<file path="config.mk">
export PLATFORM = sky130hd
export DESIGN_NAME = handshake_cmd_copy_master
export DESIGN_NICKNAME = d
export VERILOG_FILES = /design/src/rtl/handshake_cmd_copy_master_pkg.sv /design/src/rtl/handshake_cmd_copy_master.sv
export SDC_FILE = /design/constraint.sdc
export NUM_CORES = 1
export LEC_CHECK = 0
export CAP_MARGIN = 20
export CORE_MARGIN = 1
export CORE_UTILIZATION = 25
export CTS_BUF_LIST = sky130_fd_sc_hd__clkbuf_4
export DETAILED_ROUTE_END_ITERATION = 8
export PLACE_DENSITY = 0.61
export SLEW_MARGIN = 20
export SYNTH_ARGS = -nofsm -noshare
export SYNTH_HDL_FRONTEND = slang
export SYNTH_SLANG_ARGS = --single-unit
</file>
<file path="constraint.sdc">
create_clock -name clk -period 2 [get_ports clk]
set_input_delay 0.3 -clock clk [delete_from_list [all_inputs] [get_ports clk]]
set_output_delay 0.3 -clock clk [all_outputs]
set_load 0.02 [all_outputs]
</file>
<file path="src/rtl/handshake_cmd_copy_master_pkg.sv">
// Shared widths, exception codes and FSM encoding for the A/B command copy master.
package handshake_cmd_copy_master_pkg;

    localparam int NCPU_AW   = 32;
    localparam int NCPU_DW   = 32;
    localparam int CPY_LEN_W = 16;

    localparam logic [1:0] EXC_NONE = 2'b00;

    localparam logic [NCPU_DW/8-1:0] WMSK_FULL = '1;

    typedef enum logic [2:0] {
        ST_IDLE,
        ST_RD_REQ,
        ST_RD_RESP,
        ST_WR_REQ,
        ST_WR_RESP,
        ST_FIN
    } state_t;

endpackage

</file>
<file path="src/rtl/handshake_cmd_copy_master.sv">
// DMA-style initiator: copies len words from src_addr to dst_addr over the A/B
// command handshake, one outstanding command at a time.
module handshake_cmd_copy_master
    import handshake_cmd_copy_master_pkg::*;
#(
    parameter int AW    = NCPU_AW,
    parameter int DW    = NCPU_DW,
    parameter int LEN_W = CPY_LEN_W
) (
    input  logic              clk,
    input  logic              rst_n,
    input  logic              start,
    input  logic [AW-1:0]     src_addr,
    input  logic [AW-1:0]     dst_addr,
    input  logic [LEN_W-1:0]  len,
    output logic              busy,
    output logic              done,
    output logic              err,
    output logic [1:0]        err_exc,
    output logic              AVALID,
    input  logic              AREADY,
    output logic [AW-1:0]     AADDR,
    output logic [DW/8-1:0]   AWMSK,
    output logic [DW-1:0]     ADATA,
    output logic [1:0]        AEXC,
    input  logic              BVALID,
    output logic              BREADY,
    input  logic [DW-1:0]     BDATA,
    input  logic [1:0]        BEXC
);

    state_t            r_state;
    state_t            w_next;
    logic [AW-1:0]     r_src;
    logic [AW-1:0]     r_dst;
    logic [LEN_W-1:0]  r_rem;
    logic [DW-1:0]     r_data;
    logic              r_err;
    logic [1:0]        r_err_exc;
    logic              w_in_resp;
    logic              w_bexc_err;

    assign w_in_resp  = (r_state == ST_RD_RESP) || (r_state == ST_WR_RESP);
    assign w_bexc_err = (BEXC != EXC_NONE);

    assign busy    = (r_state != ST_IDLE);
    assign err     = r_err;
    assign err_exc = r_err_exc;
    assign AEXC    = EXC_NONE;

    // State register
    always_ff @(posedge clk) begin
        if (!rst_n) begin
            r_state <= ST_IDLE;
        end else begin
            r_state <= w_next;
        end
    end

    // Next-state and A/B channel outputs, decoded purely from state so the
    // A-channel stays stable until the handshake completes
    always_comb begin
        w_next = r_state;
        AVALID = 1'b0;
        AADDR  = '0;
        AWMSK  = '0;
        ADATA  = '0;
        BREADY = 1'b0;
        done   = 1'b0;
        unique case (r_state)
            ST_IDLE: begin
                if (start) begin
                    w_next = (len == '0) ? ST_FIN : ST_RD_REQ;
                end
            end
            ST_RD_REQ: begin
                AVALID = 1'b1;
                AADDR  = r_src;
                if (AREADY) begin
                    w_next = ST_RD_RESP;
                end
            end
            ST_RD_RESP: begin
                BREADY = 1'b1;
                if (BVALID) begin
                    w_next = w_bexc_err ? ST_FIN : ST_WR_REQ;
                end
            end
            ST_WR_REQ: begin
                AVALID = 1'b1;
                AADDR  = r_dst;
                AWMSK  = '1;
                ADATA  = r_data;
                if (AREADY) begin
                    w_next = ST_WR_RESP;
                end
            end
            ST_WR_RESP: begin
                BREADY = 1'b1;
                if (BVALID) begin
                    if (w_bexc_err || (r_rem == LEN_W'(1))) begin
                        w_next = ST_FIN;
                    end else begin
                        w_next = ST_RD_REQ;
                    end
                end
            end
            ST_FIN: begin
                done   = 1'b1;
                w_next = ST_IDLE;
            end
            default: w_next = ST_IDLE;
        endcase
    end

    // Copy parameters, pointers, word counter, read data and sticky error
    always_ff @(posedge clk) begin
        if (!rst_n) begin
            r_src     <= '0;
            r_dst     <= '0;
            r_rem     <= '0;
            r_data    <= '0;
            r_err     <= 1'b0;
            r_err_exc <= EXC_NONE;
        end else if (r_state == ST_IDLE) begin
            if (start) begin
                r_src     <= {src_addr[AW-1:2], 2'b00};
                r_dst     <= {dst_addr[AW-1:2], 2'b00};
                r_rem     <= len;
                r_err     <= 1'b0;
                r_err_exc <= EXC_NONE;
            end
        end else if (w_in_resp && BVALID) begin
            if (w_bexc_err) begin
                r_err     <= 1'b1;
                r_err_exc <= BEXC;
            end else if (r_state == ST_RD_RESP) begin
                r_data <= BDATA;
            end else begin
                r_src <= r_src + AW'(4);
                r_dst <= r_dst + AW'(4);
                r_rem <= r_rem - LEN_W'(1);
            end
        end
    end

endmodule

</file>
==> summary.md <==
| Metric | Value |
|---|---|
| Endpoint class of the critical path | `output port` |
| Placed cell area | `slightly above 0.01 mm²` |
| Drt pass-1 iters | `5` |
| Largest net degree at the start of global routing | `35` |
| Final min period | `around 2 ns` |
| Crit Path Category | `reg2out` |
| Outcome | `finished with violations` |
| Highest routed layer | `met5` |
| I/O pin total | `196` |
| Async set-reset flop share out of synthesis | `0` |
| Row count | `60` |
| Synth-to-Final Area Change | `51.3%` |
| CTS tree | `yes` |
| Starting Density | `0.258` |
| Met2 routed wirelength | `12600 µm` |
| Sequential area share after synthesis | `0.325` |
| Period utilization | `1.02` |
| Antenna Violating Nets Remaining | `0` |
| CTS H-tree depth | `4` |
| Wirelength, routed | `28000 µm` |
| Synth Instances | `959` |
| Syn. warnings | `0` |
| Hold_ws | `0.290 ns` |
| Final setup fails | `16` |
| Initial DRC Count | `661` |
| CP Launch Type | `flop` |
| DR vias | `8282` |
| VDD IR max | `345 µV` |
| Mean post-synth cell area | `between 7 and 8 µm²` |
| Power Density | `776 mW/mm²` |
| Share of cells above drive strength 1 | `0.245` |
| Top_reg_cell synth | `dfxtp_1` |
| Post-synth EDFFs | `0` |
| Clock sink count | `114` |
| R2r setup slk | `0 ns` |
| I/O Buffers | `~190` |
| Max-slew violations | `0` |
| Placer Congestion | `0.863` |
| Synth area leader | `dfxtp_1` |
| Max-cap check violation count | `0` |
| Die Wd | `170 µm` |
| Fmax | `0.489 GHz` |
| Clk_lat worst skew | `0.54 ns` |
| Core Box Area | `0.0273 mm²` |
| Top cells by area, synth | `dfxtp_1 32%, nand2_1 7.9%, a21oi_1 6.6%` |
| Fillcell total | `between 2000 and 3000` |
| Pleak | `slightly above 0.004 µW` |
| Die height | `170 µm` |
| Final non-filler cell total | `1605` |
| Share of the synthesized area in the top cell type | `0.325` |
| FF-to-FF Start | `r_state[1]` |
| Setup Skew | `about 0.021 ns` |
| CP startpoint | `r_state[1]` |
| Vias in the first global route | `7766` |
| Failing checks | `negative setup slack` |
| Met3 Routed Length | `between 2000 and 2500 µm` |
| DIE AREA | `0.0288 mm²` |
| Post-synthesis cell area | `0.00703 mm²` |
| GRT Resource Usage Total | `0.188` |
| Final design instance area without fill | `0.0106 mm²` |
| Critical Path RT | `roughly 1.7 ns` |
| Flops & latches, synth | `114` |
| Initial antenna violation count | `1` |
| Clock slew at reported path FFs | `0.12 ns` |
| Ant diodes | `0` |
| Worst EP arrival | `1.75 ns` |
| Post-DP HPWL | `about 19000 µm` |
| CP Capture Point | `AADDR[9]` |
| Post-layout util | `0.390` |
| Final setup margin | `-0.0450 ns` |
| CTS max path bufs | `2` |
| GR Overflow Total | `0` |
| Number of buffers created by CTS | `17` |
| Reg2Reg Capture Point | `r_src[23]` |
| Min-Delay Path Class | `in2reg` |
| R2R cell count | `8` |
| M1 WL | `12800 µm` |
| Drt wl/cell | `17.4 µm` |
| Post-route DRC | `0` |
| Netlist cell types | `75` |
| Via density | `5.16` |
| Setup slack at placement | `-0.221 ns` |
| Root buffer cell | `clkbuf_4` |
| CP Max Fanout | `8` |
| Final Hold Vio Count | `0` |
| Final #Nets | `1344` |
| RSZ-0062 raised after global routing | `yes` |
| Placed cell count | `1557` |
| Global-route wire length before repair | `roughly 42000 µm` |
per-stage QoR:
stage | setup TNS [ns] | power (µW)
after floorplan | 0 | 4720
after global placement | -7.77 | 6220
after detailed placement | -9.00 | 6260
after CTS | -0.755 | 7990
after global routing | -4.45 | 8750
final | -0.366 | 8240
cells in the final DEF (no fill, tap or decap), types with 17 or more instances in the layout:
cell type / instances
nor3_1: 19
nand4_1: 18
dfxtp_1: 104
clkbuf_4: 17
nand3_1: 42
o21ai_0: 42
buf_4: 144
nor2_1: 95
nand2_1: 146
and3_1: 41
a21oi_1: 92
clkdlybuf4s50_1: 117
buf_2: 31
mux2i_1: 18
synth_stat cells (4+ instances only):
cell type,number
nor2_1,100
clkbuf_1,50
a221oi_1,6
a21o_1,4
o211ai_1,5
ha_1,4
o31ai_1,4
nand4_1,18
buf_4,7
nor3b_1,8
nand3b_1,8
buf_2,10
mux2i_1,34
inv_1,13
dfxtp_1,114
nand2_1,147
buf_1,12
a22o_1,5
a211oi_1,6
o22ai_1,12
a22oi_1,8
nor3_1,23
o21ai_0,43
nand3_1,42
and3_1,41
a21oi_1,92
nor4_1,13
a311oi_1,8
o221a_2,5
o21a_1,4
or3_1,5
and2_1,14
or4_1,8
o311ai_0,4
a31oi_1,15
a32oi_1,4
a21boi_0,5
where the power goes:
group / leakage, µW / switching [µW] / total [µW] / internal (µW)
registers: 0.000936 / 352 / 2920 / 2570
clock network: 0.000128 / 967 / 1550 / 579
logic: 0.00304 / 2000 / 3780 / 1780
worst min path at each step:
stage                 endpoint        from  cells after the start  slack, ns
finish               r_data[4]    BDATA[4]                      3       0.29
global route        r_data[11]   BDATA[11]                      3       0.24
floorplan           r_data[14]  r_data[14]                      2       0.43
CTS                 r_data[11]   BDATA[11]                      3       0.25
detailed placement  r_data[15]  r_data[15]                      2       0.44
global placement    r_data[28]  r_data[28]                      2       0.44
sequential cells by signal, summed over array words and instances, names as in the netlist:
name / count
err: 1
r_data: 32
r_rem: 16
err_exc: 2
r_src: 30
r_state: 3
r_dst: 30
layer usage:
| layer | up-vias | track usage |
|---|---|---|
| met5 | - | 0 |
| met4 | 2 | 0.0521 |
| met3 | 32 | 0.0434 |
| met2 | 312 | 0.293 |
| met1 | 3905 | 0.257 |
| li1 | 4031 | - |
cell type report:
| cell class | instances | area (µm²) | share of cell area |
|---|---|---|---|
| clock buffer | 17 | 128 | 0.0120 |
| clock inverter | 14 | 98.8 | 0.00930 |
| inverter | 14 | 55.1 | 0.00518 |
| multi-input combinational | 753 | 4600 | 0.433 |
| sequential | 114 | 2300 | 0.216 |
| tap | 372 | 465 | 0.0438 |
| timing repair buffer | 321 | 2980 | 0.280 |
kinds of logic (layout without fill, tap and decap cells):
kind of cell               count (synthesis)  in the layout  synth area share
muxes                                     34             34            0.0484
buffers and inverters                     96            366            0.0582
adders and majority gates                  4              4           0.00712
xor gates and xnor gates                   1              1           0.00125
AOI/OAI and AO/OA                        251            252             0.227
DFF                                      114            114             0.325
other                                      1              4          0.000534
and+or+nand+nor                          458            458             0.333
worst max-delay path, stage by stage, from the launching register on:
cell and delay (ns):
dfxtp_4 0.42, buf_6 0.13, buf_16 0.16, mux2i_2 0.25, nor2_1 0.06, buf_2 0.16
repair_timing:
| item | 4_1_cts | 5_1_grt |
|---|---|---|
| cloned | 4 | 4 |
| gates resized for setup | 324 | 70 |
| buffers inserted | 8 | 2 |
| setup endpoints to repair | 71 | 97 |
| hold buffers | 0 | 0 |
| pin swaps | 2 | 10 |
| hold endpoints to repair | 0 | 0 |
Power figures use the tool's default switching activity.
